$ cat src/rtl/acc2_core.sv
// acc2_core: accumulator CPU core with a req/ack memory port, an 8-opcode ISA and
// a step gate that is either a manual pulse or a free-running timer in auto mode.
module acc2_core #(
  parameter int              AW        = 12,
  parameter int              DW        = 16,
  parameter logic [AW-1:0]   BOOT_ADDR = 12'h800,
  parameter logic [DW-1:0]   G_INIT    = 16'hAA00,
  parameter int              TBITS     = 24
) (
  input  logic          clk,
  input  logic          rstn,
  input  logic          step,
  input  logic          mode_tgl,
  output logic          mem_req,
  output logic          mem_we,
  output logic [AW-1:0] mem_addr,
  output logic [DW-1:0] mem_wdata,
  input  logic [DW-1:0] mem_rdata,
  input  logic          mem_ack,
  output logic [DW-1:0] g_out,
  output logic [DW-1:0] a_out,
  output logic [AW-1:0] s_out,
  output logic          mode,
  output logic          halted
);

  typedef enum logic [2:0] {
    ST_WAIT  = 3'd0,
    ST_FETCH = 3'd1,
    ST_EXEC  = 3'd2,
    ST_MEM   = 3'd3,
    ST_HALT  = 3'd4
  } state_t;

  localparam logic [2:0] OP_NOP = 3'b000;
  localparam logic [2:0] OP_TCF = 3'b001;
  localparam logic [2:0] OP_BZF = 3'b010;
  localparam logic [2:0] OP_CA  = 3'b011;
  localparam logic [2:0] OP_CS  = 3'b100;
  localparam logic [2:0] OP_TS  = 3'b101;
  localparam logic [2:0] OP_AD  = 3'b110;
  localparam logic [2:0] OP_HLT = 3'b111;

  state_t           state;
  logic [TBITS-1:0] timer;
  logic [2:0]       opc;
  logic [AW-1:0]    g_addr;
  logic             timer_done;
  logic             trig;
  logic             xfer;
  logic             mode_flip;

  assign opc        = g_out[DW-2:DW-4];
  assign g_addr     = g_out[AW-1:0];
  assign timer_done = (state == ST_WAIT) && mode && (timer == '1);
  // trig reads the current mode register, so a same-cycle toggle applies to the next WAIT decision
  assign trig       = mode ? timer_done : step;
  // ack only counts while a request is actually outstanding
  assign xfer       = mem_req && mem_ack;
  assign mode_flip  = mode_tgl && (state != ST_HALT);

  always_ff @(posedge clk or negedge rstn) begin
    if (!rstn) begin
      state     <= ST_WAIT;
      timer     <= '0;
      mode      <= 1'b0;
      halted    <= 1'b0;
      s_out     <= BOOT_ADDR;
      g_out     <= G_INIT;
      a_out     <= '0;
      mem_req   <= 1'b0;
      mem_we    <= 1'b0;
      mem_addr  <= '0;
      mem_wdata <= '0;
    end else begin
      if (mode_flip) mode <= ~mode;

      if ((state != ST_WAIT) || !mode || mode_flip || timer_done) timer <= '0;
      else                                                        timer <= timer + 1'b1;

      case (state)
        ST_WAIT: begin
          if (trig) begin
            state    <= ST_FETCH;
            mem_req  <= 1'b1;
            mem_we   <= 1'b0;
            mem_addr <= s_out;
          end
        end
        ST_FETCH: begin
          if (xfer) begin
            g_out   <= mem_rdata;
            s_out   <= s_out + 1'b1;
            mem_req <= 1'b0;
            state   <= ST_EXEC;
          end
        end
        ST_EXEC: begin
          case (opc)
            OP_NOP: state <= ST_WAIT;
            OP_TCF: begin
              s_out <= g_addr;
              state <= ST_WAIT;
            end
            OP_BZF: begin
              if (a_out == '0) s_out <= g_addr;
              state <= ST_WAIT;
            end
            OP_TS: begin
              mem_req   <= 1'b1;
              mem_we    <= 1'b1;
              mem_addr  <= g_addr;
              mem_wdata <= a_out;
              state     <= ST_MEM;
            end
            OP_HLT: begin
              halted <= 1'b1;
              state  <= ST_HALT;
            end
            default: begin
              mem_req  <= 1'b1;
              mem_we   <= 1'b0;
              mem_addr <= g_addr;
              state    <= ST_MEM;
            end
          endcase
        end
        ST_MEM: begin
          if (xfer) begin
            mem_req <= 1'b0;
            mem_we  <= 1'b0;
            case (opc)
              OP_CA:   a_out <= mem_rdata;
              OP_CS:   a_out <= ~mem_rdata;
              OP_AD:   a_out <= a_out + mem_rdata;
              default: a_out <= a_out;
            endcase
            state <= ST_WAIT;
          end
        end
        ST_HALT: state <= ST_HALT;
        default: state <= ST_WAIT;
      endcase
    end
  end

endmodule

$ cat config.mk
export PLATFORM = sky130hd
export DESIGN_NAME = acc2_core
export DESIGN_NICKNAME = d
export VERILOG_FILES = /design/src/rtl/acc2_core.sv
export SDC_FILE = /design/constraint.sdc
export NUM_CORES = 1
export LEC_CHECK = 0
export CAP_MARGIN = 25
export CORE_ASPECT_RATIO = 1.1
export CORE_MARGIN = 10
export CORE_UTILIZATION = 35
export CTS_CLUSTER_DIAMETER = 100
export DETAILED_ROUTE_END_ITERATION = 8
export GPL_TIMING_DRIVEN = 1
export SLEW_MARGIN = 20
export SYNTH_ARGS = -nofsm -noshare
export SYNTH_HDL_FRONTEND = slang
export SYNTH_SLANG_ARGS = --single-unit
$ cat constraint.sdc
create_clock -name clk -period 3.25 [get_ports clk]
set_clock_uncertainty 0.2 [all_clocks]
set_input_delay 0.65 -clock clk [delete_from_list [all_inputs] [get_ports clk]]
set_output_delay 0.65 -clock clk [all_outputs]
set_load 0.02 [all_outputs]
# == Word level (Yosys, flattened, before mapping) ==
# Cells that the tools add are included.
# Widths: inputs -> output; s select.
# word_totals
reg_bits,103
latchBits,0
mem_bits_rw,0
romBits,0
inputBits,21
output_inout_bits,76
wordCells,87
n_memories,0
# classes
n_addsub,3
mul,0
div_mod_pow,0
order_cmp,0
eq_ne,20
n_shift,0
mux,22
n_bitwise,2
reduce_logical,29
# ops
op,n
$pmux 12 s2,3
$mux 12,4
$pmux 16 s3,1
$add 24x1->24 const B,1
$eq 24x24->1 const B,1
$mux 24,1
$add 16x16->16,1
$logic_not 16->1,1
$not 16->16,1
$eq 3x3->1 const B,5
$pmux 3 s5,1
$add 12x1->12 const B,1
$eq 3x2->1 const B,4
$reduce_and 4->1,3
$reduce_bool 3->1,4
$mux 3,3
$reduce_and 3->1,3
$ne 2x2->1 const B,4
$eq 3x1->1 const B,2
$logic_not 3->1,2
$ne 3x3->1 const B,2
$pmux 1 s3,2
$pmux 3 s2,1
$reduce_and 2->1,3
12 further kinds,22

# == Depth between registers and ports, before layout ==
# Gate-level depths: netlist of run 1.
# depth
word_depth,6
mapped_depth,8
ltp_nobuf,8

# == Worst setup path after synthesis of run 1 ==
# No wires, ideal clock.
# synth_timing
path_type,in2reg
start,in mem_rdata[0]
end,reg a_out[14]
setup_time_ns,0.124
arrival_ns,2.425
required_time_ns,2.926
path_slack_ns,0.501
cell_stages,8
path_cell_list,ha_1 > fa_1 > a21o_1 > a21boi_0 > o21ai_0 > o211ai_1 > nor4_1 > a211o_1
# synth_via
elab_chain_len,2
# synth_lines
element,line_no,rtl
from (decl),18,"input logic [DW-1:0] mem_rdata,"
$add 16x16->16,135,OP_AD: a_out <= a_out + mem_rdata;
$pmux 16 s3,132,case (opc)
to (signal assigned),133,OP_CA: a_out <= mem_rdata;
to (signal assigned),135,
to (signal assigned),136,default: a_out <= a_out;
to (decl),21,"output logic [DW-1:0] a_out,"
# No other way between the ends.
# A chain may end at the register's enable or synchronous reset.

# == Worst setup path after layout of run 1 ==
# Same ends and word-level chain as after synthesis.

==> flow_summary_export.csv, run 1 <==
group,metric,value,unit
synth,ys_ff_latch,103,
synth,synthTopCellsByCount,"dfrtp_1 (98), nand2_1 (75), nor2_1 (71), a21oi_1 (38), mux2_2 (30)",
floorplanning,start_util,0.354,
floorplanning,die_w,142,um
synth,synth_edf_count,0,
placed_design,dpl_cell_area,7090,sq um
cts,clk_pin_slew,70,ps
floorplanning,dieArea,22000,sq um
pwr,finalPower,6680,uW
synth,syn-instance-count,605,
synth,yosysWarnings,0,
detailed_routing,drt-total-wl,16400,um
synth,synthesis.nets,644,
placed_design,dp_slack,24.7,ps
placed_design,hpwlAfterDp,12200,um
setup_path,r2r_slack,410,ps
setup_path,cp.arrival,2920,ps
detailed_routing,drt-initial-drc-count,344,
cts,htree_levels,3,
synth,ys_seq_area_frac,0.449,
sta,post-route-period-util,0.884,
pwr,pwr-share-seq,0.327,
global_route,grt.total_usage,0.150,
detailed_routing,ant_nets,0,
outcome,outcome,"finished clean",
setup_path,cpMaxStageDelayCell,"clkdlybuf4s50_1",
setup_path,worst-path-stages,10,
synth,yosysTopAreaCell,"dfrtp_1",
global_route,overflow,0,
setup_path,regToRegEndpoint,"s_out[8]",
cts,cts_resized,0,
cts,root_buffer,"clkbuf_16",
detailed_routing,via_per_inst,5.41,
floorplanning,io_pins,97,
cells_and_area,fin_cells,928,
synth,synth.most_common_cell,"dfrtp_1",
setup_path,r2r_cells,8,
cts,clk_latency,360,ps
sta,setup_viol,0,
placed_design,dp_cells,912,
global_route,grt_start_max_net_pins,42,
cts,cts_buffers,9,
synth,post-synth-top-area-fraction,0.426,
global_route,antenna_found_initial,0,
synth,avgSynthCellArea,9.50,sq um
setup_path,reg2reg_from,"a_out[6]",
placed_design,port_buffers,96,
setup_path,worstSetupPathType,"input port to register",
pwr,ir_drop,0.000392,V
pwr,p_comb_frac,0.513,
setup_path,critPathCaptureType,"register",
sta,rsz0062_at_grt,"false",
cells_and_area,stdcell_area,7380,sq um
cells_and_area,antenna_cells,0,
setup_path,critPathBufInv,2,
sta,tightestPinTransition,541,ps
setup_path,worstSetupStartpointType,"input port",
synth,synthFlopType,"dfrtp_1",
pwr,p_switching,2830,uW
synth,synth.cell_area,5750,sq um
detailed_routing,dr.pass1.iters,4,
sta,fin_crit,2870,ps
pwr,p_leak,0.00311,uW
synth,async_reset_ff_frac,1.00,
cells_and_area,area_delta_synth_final,28.3,%
pwr,internal_power,3850,uW
cts,post-cts-setup-buffers,0,
setup_path,path_max_fanout,3,
sta,fin_ws,376,ps
detailed_routing,route.detailed.drc,0,
floorplanning,die_h,154,um
global_route,grt_pass1_vias,5105,
sta,relSlewSlack,0.635,
floorplanning,rows,49,
placed_design,gp_congestion,0.883,
setup_path,path_cells,"clkdlybuf4s50_1 -> ha_1 -> fa_1 -> a21o_1 -> a21boi_0 -> buf_4 -> o21ai_0 -> o211ai_1 -> nor4_1 -> a211o_1",
cells_and_area,fill_cells,1516,
sta,drv_slew,0,
floorplanning,coreArea,16200,sq um
setup_path,startpoint,"mem_rdata[0]",
global_route,grt_pass1_wl,26800,um
cells_and_area,drive_gt1_frac,0.135,
cts,cts_sinks,103,
cts,tritoncts,"yes",
setup_path,cpPeakStageDelay,430,ps
setup_path,cp.required,3290,ps
synth,synth_area_leaders,"dfrtp_1 (43%), mux2_2 (5.9%), nand2_1 (4.9%)",
cells_and_area,final_nets,758,
sta,max_freq,348,MHz
worst_hold_path,hold_path_class,"input port to async pin",
sta,fin_setup_tns,0,ps
flow_run,max-cap-violations,0,
sta,finalHoldViolCount,0,
setup_path,critPathTopFamily,"compound AO/OA/AOI/OAI gates",
detailed_routing,vias,5021,
pwr,power.share.clock,0.159,
synth,ys_types,60,
cts,cts_hold_buf,0,
pwr,switching_share,0.424,
cts,clk_path_buf_depth,2,
pwr,power_density,906,nW/um^2
detailed_routing,wl_per_cell,17.7,um
-- layer usage --
metal  vias to the layer above  track usage  wire length [um]
met1                      2442        0.186              7180
met4                         0       0.0550               278
li1                       2411            -                 -
met2                       146        0.243              7910
met5                         -            0                 0
met3                        22       0.0395              1030
-- power by group through the flow --
stage	Combinational (uW)	Clock (uW)	Sequential, uW
after floorplan	1590	0	2580
after global placement	3420	0	2190
after detailed placement	3460	0	2200
after CTS	3470	1100	2190
after global routing	3760	1150	2260
final	3430	1060	2190
-- logic make-up after synthesis --
group | Yosys count | share of synthesized area
xor gates and xnor gates | 36 | 0.0548
muxes | 35 | 0.0677
adders and majority gates | 18 | 0.0405
buffers and inverters | 39 | 0.0335
AOI/OAI and AO/OA | 140 | 0.161
DFF | 103 | 0.449
and+or+nand+nor | 234 | 0.193
-- sequential cells by signal (all words and copies together), names as in the netlist --
signal and flops:
state 3, timer 24, mem_we 1, mem_req 1, mem_wdata 16, g_out 16
a_out 16, halted 1, mem_addr 12, mode 1, s_out 12
-- cells in the final DEF, fill, tap and decap left out, drive strengths merged, types with 17 or more instances in the layout --
| cell | n |
|---|---|
| a21oi | 38 |
| buf | 38 |
| clkdlybuf4s50 | 95 |
| dfrtp | 98 |
| ha | 17 |
| mux2 | 31 |
| nand2 | 75 |
| nand3 | 19 |
| nor2 | 71 |
| o21ai | 24 |
| xnor2 | 18 |
| xor2 | 18 |
-- stage by stage --
stage	hold WS (ps)	utilization
after global routing	109	0.454
after CTS	85.9	0.454
final	69.6	0.454
after global placement	265	0.436
after floorplan	154	-
after detailed placement	261	0.437
-- worst register-to-register path, cell delays in order, from the launching register on --
cell     delay [ps]
dfrtp_1         450
nor4_1          500
and3_1          230
a32oi_1         130
o41ai_2         480
buf_2           290
buf_4           160
o21ai_1          60
a22o_1          230
-- how the worst max path moves through the flow --
stage	endpoint	slack, ps
after CTS	a_out[14]	400
after floorplan	a_out[14]	500
after detailed placement	a_out[14]	20
final	a_out[14]	380
after global routing	s_out[8]	220
after global placement	a_out[14]	20
-- cell type report --
class	count	area, sq um	area share
clock inverters	5	41.3	0.00560
inverters	9	33.8	0.00458
repair buffers	133	1250	0.169
well taps	204	255	0.0346
flip-flops and latches	103	2580	0.350
multi-input cells	463	2970	0.403
clock buffers	11	243	0.0329
Note: power is estimated with default switching activity, not from simulation.
==> run 2: changes to the inputs <==
Settings changed: CORE_MARGIN 10 to 4.
==> flow_summary_export.csv, run 2 (synthesis results as in run 1) <==
group,metric,value,unit
sta,fin_crit,2930,ps
setup_path,worstSetupPathType,"input port to register",
cts,cts_buffers,9,
setup_path,cp.required,3290,ps
setup_path,cpPeakStageDelay,430,ps
sta,rsz0062_at_grt,"false",
cts,cts_resized,0,
global_route,antenna_found_initial,0,
cells_and_area,antenna_cells,0,
cts,clk_latency,350,ps
floorplanning,coreArea,15900,sq um
sta,fin_setup_tns,0,ps
pwr,pwr-share-seq,0.313,
setup_path,path_max_fanout,2,
detailed_routing,via_per_inst,5.43,
sta,setup_viol,0,
cells_and_area,drive_gt1_frac,0.132,
floorplanning,die_h,142,um
cts,root_buffer,"clkbuf_16",
sta,drv_slew,0,
floorplanning,start_util,0.361,
flow_run,max-cap-violations,0,
placed_design,gp_congestion,0.882,
setup_path,r2r_slack,550,ps
pwr,p_comb_frac,0.494,
sta,relSlewSlack,0.468,
sta,tightestPinTransition,798,ps
setup_path,r2r_cells,7,
detailed_routing,dr.pass1.iters,5,
placed_design,dp_cells,905,
global_route,overflow,0,
cts,cts_hold_buf,0,
cells_and_area,fin_util,0.468,
cells_and_area,fill_cells,1484,
global_route,grt_pass1_wl,25800,um
floorplanning,io_pins,97,
pwr,p_switching,2810,uW
setup_path,cpMaxStageDelayCell,"clkdlybuf4s50_1",
setup_path,reg2reg_from,"a_out[9]",
detailed_routing,wl_per_cell,17.0,um
setup_path,crit_end,"a_out[14]",
cts,clk_pin_slew,70,ps
setup_path,startpoint,"mem_rdata[0]",
detailed_routing,drt-total-wl,15700,um
detailed_routing,ant_nets,0,
sta,finalHoldViolCount,0,
detailed_routing,drt-initial-drc-count,430,
sta,post-route-period-util,0.901,
placed_design,hpwlAfterDp,11600,um
setup_path,critPathCaptureType,"register",
global_route,grt_pass1_vias,4920,
placed_design,port_buffers,96,
floorplanning,dieArea,18500,sq um
setup_path,worstSetupStartpointType,"input port",
pwr,ir_drop,0.000396,V
cts,clk_path_buf_depth,2,
worst_hold_path,hold_path_class,"input port to async pin",
sta,max_freq,341,MHz
pwr,power_density,934,nW/um^2
global_route,grt.total_usage,0.174,
setup_path,cp.arrival,2970,ps
setup_path,regToRegEndpoint,"s_out[4]",
cells_and_area,final_cell_mix,"dfrtp_1 (98), clkdlybuf4s50_1 (95), nand2_1 (75)",
floorplanning,die_w,130,um
cells_and_area,final_nets,755,
cells_and_area,area_delta_synth_final,29.5,%
cells_and_area,multi_input_area,2990,sq um
cells_and_area,largest-register,"timer",
global_route,grt_start_max_net_pins,64,
pwr,switching_share,0.404,
cells_and_area,final_common_cell,"dfrtp_1",
cts,post-cts-setup-buffers,0,
detailed_routing,vias,5004,
pwr,internal_power,4140,uW
pwr,power.share.clock,0.193,
pwr,p_leak,0.00315,uW
cells_and_area,fin_cells,921,
detailed_routing,route.detailed.drc,0,
floorplanning,rows,48,
cts,cts_sinks,103,
cts,tritoncts,"yes",
setup_path,path_cells,"clkdlybuf4s50_1 -> ha_1 -> fa_1 -> a21o_1 -> a21boi_0 -> o21ai_0 -> o211ai_1 -> nor4_1 -> a211o_1",
cells_and_area,largest_register_ffs,24,
cells_and_area,seq_area,2580,sq um
outcome,outcome,"finished clean",
cts,htree_levels,3,
[run 2: changes by cell type in the layout (fill, tap and decap cells not counted), sizes merged]
cell,previous run,this run
clkbuf,11,10
bufinv,0,4
buf,38,35
clkinv,1,0
clkinvlp,2,0
[run 2: cell type report]
class / count / share of cell area
Clock buffer: 10 / 0.0308
Clock inverter: 6 / 0.0185
Inverter: 9 / 0.00454
Multi-Input combinational cell: 463 / 0.401
Sequential cell: 103 / 0.347
Tap cell: 200 / 0.0336
Timing Repair Buffer: 130 / 0.165
[run 2: worst min-delay path by stage]
stage | start | end | slack, ps | cells after the start
finish | rstn | timer[11] | 80 | 1
global route | rstn | timer[11] | 130 | 1
CTS | rstn | timer[6] | 100 | 1
detailed placement | timer[0] | timer[0] | 280 | 1
global placement | timer[0] | timer[0] | 270 | 1
floorplan | rstn | a_out[0] | 150 | 0
[run 2: power groups by stage]
stage	combinational [uW]	sequential (uW)	clock (uW)
after floorplan	1590	2580	0
after global placement	3410	2190	0
after detailed placement	3450	2200	0
after CTS	3470	2180	1370
after global routing	3760	2240	1430
final	3440	2180	1340
[run 2: worst max-delay path: cells and delay by family]
family,cells,cell delay (ps)
AO/OA/AOI/OAI,5,1170
adder cells (fa/ha/maj),2,640
buffers and inverters,1,430
AND/OR/NAND/NOR,1,80
[run 2: metrics by stage]
stage / instance area (sq um) / power, uW / setup WS, ps / hold slack, ps
after floorplan: 5750 / 4170 / 501 / 154
after global placement: 7070 / 5600 / 12.7 / 272
after detailed placement: 7070 / 5650 / -19.1 / 279
after CTS: 7430 / 7020 / 224 / 98.0
after global routing: 7450 / 7430 / 153 / 126
final: 7450 / 6960 / 321 / 84.1
[run 2: per-layer routing]
metal	global-route usage	wire length (um)	up-vias
met5	0	0	-
met1	0.244	7240	2434
met4	0.0542	240	0
met3	0.0300	876	18
met2	0.274	7310	146
li1	-	-	2406
==> run 3: changes to the inputs <==
Settings changed: CORE_MARGIN 4 to default, SETUP_SLACK_MARGIN from default to 0.4.
==> flow_summary_export.csv, run 3 (synthesis results as in run 1) <==
group,metric,value,unit
worst_hold_path,hold_path_class,"input port to async pin",
detailed_routing,vias,5053,
floorplanning,start_util,0.363,
global_route,grt_pass1_wl,25800,um
pwr,pwr-share-seq,0.326,
sta,drv_slew,0,
detailed_routing,via_per_inst,5.46,
sta,relSlewSlack,0.624,
cts,clk_path_buf_depth,2,
setup_path,path_max_fanout,30,
cells_and_area,final_cell_mix,"dfrtp_1 (98), clkdlybuf4s50_1 (95), nand2_1 (75)",
sta,fin_setup_tns,0,ps
outcome,outcome,"finished clean",
pwr,p_comb_frac,0.517,
placed_design,dpl_cell_area,7080,sq um
pwr,switching_share,0.419,
detailed_routing,met2WireLength,7330,um
cts,cts_hold_buf,0,
pwr,power.share.clock,0.157,
global_route,overflow,0,
cts,tritoncts,"yes",
pwr,ir_drop,0.000398,V
setup_path,cp.arrival,1900,ps
placed_design,port_buffers,96,
setup_path,worstSetupStartpointType,"register",
floorplanning,io_pins,97,
cells_and_area,fin_cells,926,
sta,rsz0062_at_grt,"true",
cells_and_area,antenna_cells,0,
detailed_routing,ant_nets,0,
cells_and_area,largest-register,"timer",
global_route,grt_start_max_net_pins,72,
sta,fin_ws,495,ps
detailed_routing,drt-initial-drc-count,314,
sta,fin_crit,2750,ps
cts,cts_sinks,103,
cts,cts_buffers,9,
cells_and_area,fin_util,0.468,
cells_and_area,area_delta_synth_final,28.9,%
cells_and_area,drive_gt1_frac,0.145,
sta,max_freq,363,MHz
floorplanning,dieArea,16900,sq um
detailed_routing,route.detailed.drc,0,
detailed_routing,dr.pass1.iters,5,
floorplanning,die_w,124,um
global_route,antenna_found_initial,0,
detailed_routing,route.layer.met1.wl,7480,um
placed_design,gp_congestion,0.934,
placed_design,dp_slack,13.8,ps
cts,clk_latency,360,ps
setup_path,worstSetupPathType,"register to primary output",
cts,root_buffer,"clkbuf_16",
flow_run,max-cap-violations,0,
cts,htree_levels,3,
floorplanning,die_h,136,um
cells_and_area,stdcell_area,7410,sq um
global_route,grt_pass1_vias,4936,
placed_design,dp_cells,906,
cells_and_area,final_common_cell,"dfrtp_1",
sta,tightestPinTransition,565,ps
sta,post-route-period-util,0.848,
pwr,internal_power,3900,uW
pwr,p_leak,0.00313,uW
placed_design,hpwlAfterDp,11600,um
detailed_routing,topRoutingLayerUsed,"met4",
global_route,grt.total_usage,0.192,
floorplanning,coreArea,15900,sq um
detailed_routing,drt-total-wl,15700,um
cells_and_area,largest_register_ffs,24,
sta,setup_viol,0,
setup_path,critPathCaptureType,"primary output",
pwr,power_density,906,nW/um^2
pwr,p_switching,2820,uW
sta,finalHoldViolCount,0,
floorplanning,rows,48,
cells_and_area,final_nets,760,
detailed_routing,wl_per_cell,16.9,um
setup_path,cp.required,2400,ps
cts,clk_pin_slew,70,ps
detailed_routing,wl_met3,615,um
run 3: area by class of cell:
type / instances / area, sq um
Clock buffer: 11 / 253
Tap cell: 200 / 250
Multi-Input combinational cell: 463 / 3000
Inverter: 9 / 33.8
Clock inverter: 5 / 31.3
Fill cell: 1561 / 8440
Sequential cell: 103 / 2580
Timing Repair Buffer: 135 / 1260
run 3: power groups by stage:
stage                     registers [uW]  logic [uW]  clock network (uW)
after floorplan                     2580        1590                   0
after global placement              2190        3390                   0
after detailed placement            2220        3440                   0
after CTS                           2200        3460                1080
after global routing                2260        3780                1130
final                               2190        3470                1050
run 3: critical path, stage by stage (launching register included):
cell and delay [ps]:
dfstp_2 540, buf_4 320, clkdlybuf4s50_1 700
run 3: per-stage QoR:
stage	hold WS [ps]	power, uW
floorplan	154	4170
global placement	272	5580
detailed placement	282	5660
CTS	50.2	6740
global route	77.8	7170
finish	36.5	6720
run 3: per-layer routing:
layer | GRT usage | up-vias
met5 | 0 | -
met4 | 0.0750 | 0
met3 | 0.0283 | 16
li1 | - | 2421
met2 | 0.311 | 136
met1 | 0.260 | 2480
run 3: timing repair:
action	4_1_cts	5_1_grt
setup buffers	0	4
endpoints found under the setup margin	4	27
pin swaps	1	3
gates resized for setup	2	6
run 3: worst paths after layout:
| path | startpoint | to | slack (ps) | depth (start not counted) |
|---|---|---|---|---|
| worst min register to register | halted | halted | 290 | 1 |
| worst min-delay path | rstn | timer[10] | 40 | 1 |
| worst max-delay path | g_out[13] | g_out[13] | 500 | 2 |
| max in group asynchronous | rstn | g_out[9] | 2050 | 2 |
| min in group clk | halted | halted | 290 | 1 |
| worst max register to register | a_out[4] | s_out[2] | 740 | 8 |
